==> src/rtl/uart_status_transmitter.sv <==
// uart_status_transmitter: 8-bit UART transmitter with a one-entry holding buffer.
// A byte written while a frame is in flight waits in the buffer. It starts as soon
// as the current stop bit ends, with no idle bit between the two frames.
// Optional feature macro: UART_TX_PARITY_EN adds an even-parity bit (8E1, 11-bit frame).
// Without the macro the frame is 8N1 (10 bits).
// CLKS_PER_BIT must be 2 or larger.
//
// state  | meaning
// IDLE   | line high, waiting for the buffer to fill
// START  | driving the start bit (low)
// DATA   | driving data bits LSB first, bit_idx selects the bit
// PARITY | driving the even-parity bit (only with UART_TX_PARITY_EN)
// STOP   | driving the stop bit (high); chains into START if the buffer is full
module uart_status_transmitter #(
  parameter int CLKS_PER_BIT = 10416
) (
  input  logic       clk,
  input  logic       rst,
  input  logic [7:0] tx_data,
  input  logic       tx_valid,
  output logic       tx_ready,
  output logic       uart_out,
  output logic       busy
);

  localparam int BAUD_W = $clog2(CLKS_PER_BIT);
  localparam logic [BAUD_W-1:0] BAUD_LAST = BAUD_W'(CLKS_PER_BIT - 1);

  localparam logic [2:0] IDLE   = 3'd0;
  localparam logic [2:0] START  = 3'd1;
  localparam logic [2:0] DATA   = 3'd2;
  localparam logic [2:0] STOP   = 3'd3;
`ifdef UART_TX_PARITY_EN
  localparam logic [2:0] PARITY = 3'd4;
`endif

  logic [2:0]        state;
  logic [BAUD_W-1:0] baud_cnt;
  logic [2:0]        bit_idx;
  logic [2:0]        bit_idx_inc;
  logic [7:0]        shift_reg;
  logic [7:0]        buf_data;
  logic              buf_full;
  logic              buf_full_nxt;
  logic              accept;
  logic              load;
  logic              baud_last;

  // Buffer handshake. tx_ready is low on any edge where load can fire, so accept
  // and load are mutually exclusive.
  assign accept       = tx_valid && tx_ready;
  assign baud_last    = (baud_cnt == BAUD_LAST);
  assign load         = buf_full && ((state == IDLE) || ((state == STOP) && baud_last));
  assign buf_full_nxt = accept || (buf_full && !load);
  assign bit_idx_inc  = bit_idx + 3'd1;
  assign busy         = (state != IDLE) || buf_full;

  // Holding buffer: captures tx_data on accept; tx_ready mirrors "buffer empty" one edge later.
  always_ff @(posedge clk or posedge rst) begin
    if (rst) begin
      buf_data <= 8'h00;
      buf_full <= 1'b0;
      tx_ready <= 1'b1;
    end else begin
      buf_full <= buf_full_nxt;
      tx_ready <= !buf_full_nxt;
      if (accept) begin
        buf_data <= tx_data;
      end
    end
  end

  // Frame sequencer: baud timing, bit selection and the registered serial line.
  always_ff @(posedge clk or posedge rst) begin
    if (rst) begin
      state     <= IDLE;
      baud_cnt  <= '0;
      bit_idx   <= 3'd0;
      shift_reg <= 8'h00;
      uart_out  <= 1'b1;
    end else begin
      case (state)
        IDLE: begin
          uart_out <= 1'b1;
          if (buf_full) begin
            shift_reg <= buf_data;
            state     <= START;
            uart_out  <= 1'b0;
            baud_cnt  <= '0;
            bit_idx   <= 3'd0;
          end
        end
        START: begin
          if (baud_last) begin
            baud_cnt <= '0;
            bit_idx  <= 3'd0;
            state    <= DATA;
            uart_out <= shift_reg[0];
          end else begin
            baud_cnt <= baud_cnt + BAUD_W'(1);
          end
        end
        DATA: begin
          if (baud_last) begin
            baud_cnt <= '0;
            if (bit_idx == 3'd7) begin
              bit_idx  <= 3'd0;
`ifdef UART_TX_PARITY_EN
              state    <= PARITY;
              uart_out <= ^shift_reg;
`else
              state    <= STOP;
              uart_out <= 1'b1;
`endif
            end else begin
              bit_idx  <= bit_idx_inc;
              uart_out <= shift_reg[bit_idx_inc];
            end
          end else begin
            baud_cnt <= baud_cnt + BAUD_W'(1);
          end
        end
`ifdef UART_TX_PARITY_EN
        PARITY: begin
          if (baud_last) begin
            baud_cnt <= '0;
            state    <= STOP;
            uart_out <= 1'b1;
          end else begin
            baud_cnt <= baud_cnt + BAUD_W'(1);
          end
        end
`endif
        STOP: begin
          if (baud_last) begin
            baud_cnt <= '0;
            bit_idx  <= 3'd0;
            if (buf_full) begin
              shift_reg <= buf_data;
              state     <= START;
              uart_out  <= 1'b0;
            end else begin
              state    <= IDLE;
              uart_out <= 1'b1;
            end
          end else begin
            baud_cnt <= baud_cnt + BAUD_W'(1);
          end
        end
        default: begin
          state    <= IDLE;
          baud_cnt <= '0;
          bit_idx  <= 3'd0;
          uart_out <= 1'b1;
        end
      endcase
    end
  end

endmodule

==> config.mk <==
export PLATFORM = sky130hd
export DESIGN_NAME = uart_status_transmitter
export DESIGN_NICKNAME = d
export VERILOG_FILES = /design/src/rtl/uart_status_transmitter.sv
export SDC_FILE = /design/constraint.sdc
export NUM_CORES = 1
export LEC_CHECK = 0
export ABC_AREA = 1
export CORE_ASPECT_RATIO = 1.75
export CORE_MARGIN = 1
export CORE_UTILIZATION = 52
export CTS_CLUSTER_SIZE = 12
export DETAILED_ROUTE_END_ITERATION = 8
export PLACE_DENSITY_LB_ADDON = 0.05
export SLEW_MARGIN = 20
export SYNTH_ARGS = -nofsm -noshare
export SYNTH_HDL_FRONTEND = slang
export SYNTH_SLANG_ARGS = --single-unit
export TNS_END_PERCENT = 5
==> constraint.sdc <==
create_clock -name clk -period 1.4 [get_ports clk]
set_input_delay 0.28 -clock clk [delete_from_list [all_inputs] [get_ports clk]]
set_output_delay 0.28 -clock clk [all_outputs]
set_load 0.03 [all_outputs]
==> summary.md <==
| Metric | Value |
|---|---|
| Number of cells produced by synthesis | `240` |
| Reported leakage power | `approximately 0.0012 uW` |
| Crit path buf inv count | `4` |
| Area taken by flip-flops and latches | `953 um^2` |
| Area of the multi-input gates | `1090 um^2` |
| Per-instance average area after synthesis | `8.67 um^2` |
| Post-synthesis to final-layout area growth | `27.1%` |
| Crit path capture type | `output port` |
| Crit path max fanout | `2` |
| Share of the synthesized area in the top cell type | `between 40% and 50%` |
| Hold Buf Count CTS | `0` |
| Highest attainable clock frequency | `0.660 GHz` |
| Final Max Tran Viols | `0` |
| Maximum clock path buffer count | `2` |
| Flip-flop count of the largest register after layout | `14` |
| Net total in the final layout | `298` |
| Antenna violations before repair | `0` |
| Max-Slew Margin vs Limit | `71.0%` |
| First drt pass iteration count | `4` |
| Port Buffer Count | `13` |
| Largest net degree at the start of global routing | `39` |
| FP Rows | `30` |
| Routed length per instance | `13.8 um` |
| Clock tree from TritonCTS | `yes` |
| Synthesized flop and latch total | `38` |
| # Max-Cap Violations | `0` |
| Launch instance of the worst register-to-register path | `baud_cnt[0]` |
| Final standard cell area without fillers | `around 2600 um^2` |
| Root buffer cell | `sky130_fd_sc_hd__clkbuf_8` |
| Setup clock skew after layout | `around 12 ps` |
| Cell area after synthesis | `roughly 2100 um^2` |
| Result of the run | `complete, but fails checks` |
| Clk sinks | `38` |
| Placed inst area | `around 2400 um^2` |
| Total global-route track usage | `approximately 25%` |
| GRT Residual Overflow | `0` |
| Syn nets | `~260` |
| H-tree depth | `2` |
| Via count of the routed design | `between 1500 and 2000` |
| Number of global-route vias before repair | `roughly 1800` |
| Vertical die dimension | `roughly 86 um` |
| Starting Density | `between 50% and 60%` |
| Die Area | `around 4300 um^2` |
| Critical path cell sequence | `inv_2, ha_4, inv_6, nor2_4, inv_4, buf_6` |
| Peak per-stage delay on the critical path | `between 300 and 400 ps` |
| Violated checks | `setup timing` |
| Synth async-reset ratio | `between 90% and 100%` |
| Minimum clock period after layout | `between 1500 and 2000 ps` |
| RePlAce Congestion | `about 0.86` |
| Utilization of the core after routing | `about two thirds` |
| Via density | `between 5 and 6` |
| Fraction of layout instances using a drive strength above 1 | `roughly a third` |
| Kind of cell with the highest combined delay on the critical path | `flip-flops` |
| Yosys Warn Count | `0` |
| Count of distinct cell types in the synthesized netlist | `35` |
| Number of primary I/O pins | `14` |
| Clock latency reported for the late side of the worst-skew pair | `between 200 and 300 ps` |
| Total count of hold-check failures in the final report | `0` |
| Total power divided by cell area | `between 1500 and 2000 nW/um^2` |
| Ratio of final minimum period to clock period | `108%` |
| Post-detailed-routing wire length | `around 4500 um` |
| DRC violations left | `0` |
| Class of the tightest hold or removal check | `in2async` |
| Count of routing violations after the opening detailed-route iteration | `23` |
| Dominant register cell in the synthesized netlist | `sky130_fd_sc_hd__dfrtp_1` |
| HPWL reported at the end of detailed placement | `around 3300 um` |
| Most instantiated library cell after synthesis | `sky130_fd_sc_hd__nand2_1` |
| Number of antenna repair diodes | `0` |
| Sequential element share of the synthesized area | `45.8%` |
| Final worst-path setup slack | `-115 ps` |
| Clock buffers created by TritonCTS | `5` |
| Count of endpoints failing setup in the final report | `7` |
| Post-DRT Antenna Nets | `0` |
| Critical path type | `reg2out` |
| Slew at the pin closest to its max-slew limit | `435 ps` |
| Clock-pin slew reported for the worst setup and hold paths after clock tree synthesis | `~70 ps` |
| Reg-to-reg critical path endpoint | `shift_reg[0]` |
| CP max stage cell | `sky130_fd_sc_hd__dfrtp_1` |
| Startpoint type of the worst setup path | `flop` |
| Count of filler cells inserted in the layout | `326` |
| Maximum vdd ir drop | `about 1300 uV` |
| Cell type with the highest aggregate area in the netlist | `sky130_fd_sc_hd__dfrtp_1` |
| Top cells by instance count after synthesis | `sky130_fd_sc_hd__nand2_1, sky130_fd_sc_hd__dfrtp_1, sky130_fd_sc_hd__inv_1, sky130_fd_sc_hd__nand3_1, sky130_fd_sc_hd__o21ai_2` |
| Leading cell types by total area after synthesis | `sky130_fd_sc_hd__dfrtp_1, sky130_fd_sc_hd__nand2_1, sky130_fd_sc_hd__o21ai_2` |
| Depth of the worst register-to-register path | `9` |
| Setup repair after global routing missed its margin | `true` |
| Count of flip-flops with a built-in enable after synthesis | `0` |
| Reg2Reg Setup Slack | `-10 ps` |
| Die outline width | `49.8 um` |
| WP data arrival | `1230 ps` |
| Required time at the endpoint of the critical path | `1120 ps` |
| Area of the core | `a little under 4000 um^2` |
| Wire length of the first global-routing pass | `between 7000 and 8000 um` |
==> cells by family after synthesis <==
logic type      synth area share, %
xor+xnor                       2.53
flops                          45.8
simple gates                   27.2
compound gates                 13.3
fa+ha+maj                      4.21
buf+inv                        6.91
==> stage by stage <==
stage          total power, uW  worst slack, ps  std cells  setup TNS, ps  hold WS [ps]
2_1_floorplan             3500            -15.7        240          -79.6           401
3_3_place_gp              4030             -132        315          -1040           467
3_5_place_dp              4080             -168        315          -1390           470
4_1_cts                   5100             -112        328           -161           340
5_1_grt                   5630             -171        328          -1400           371
6_report                  5220             -115        328           -138           339
==> final cells by class <==
type                       instances  share of cell area [%]
timing repair buffer              36                    12.4
inverter                          33                    4.97
sequential                        38                    36.0
tap                               48                    2.27
clock inverter                     1                   0.284
multi-input combinational        166                    41.3
clock buffer                       6                    2.74
==> worst min-delay path, stage by stage <==
cell and delay, ps:
sky130_fd_sc_hd__clkdlybuf4s50_1 390, sky130_fd_sc_hd__inv_1 90, sky130_fd_sc_hd__buf_12 230
==> power by group <==
part           internal (uW)  total, uW  switching (uW)  leakage, uW
Clock                    341        713             372    0.0000373
Sequential              1500       1740             246     0.000489
Combinational           1150       2760            1610     0.000714
==> worst max-delay path by stage <==
stage | endpoint | cells past startpoint | from | slack [ps]
floorplan | shift_reg[6] | 9 | baud_cnt[0] | -20
global placement | shift_reg[2] | 8 | baud_cnt[0] | -130
detailed placement | shift_reg[0] | 8 | baud_cnt[0] | -170
CTS | busy | 6 | state[0] | -110
global route | busy | 6 | state[0] | -170
finish | busy | 6 | state[0] | -110
==> cells in the final DEF, fill, tap and decap left out, drive strengths merged, types with 6 or more instances in the layout <==
cell	instances
nand3	16
ha	7
clkdlybuf4s50	10
inv	33
buf	26
o21ai	29
nor2	17
clkbuf	6
nand2	70
dfrtp	36
==> timing repair <==
item                       4_1_cts  5_1_grt
setup endpoints to repair       16       27
setup buffers                    6        0
pin swaps                        4        2
resized for setup               10       13
==> layer usage <==
layer / vias up / GRT usage (%) / share of wire, %
met4: 0 / 13.0 / 2.9
met5: - / 0 / 0
met3: 12 / 4.43 / 2.4
met2: 36 / 48.5 / 59
met1: 834 / 23.4 / 36
li1: 859 / - / -
Power figures use the tool's default switching activity.
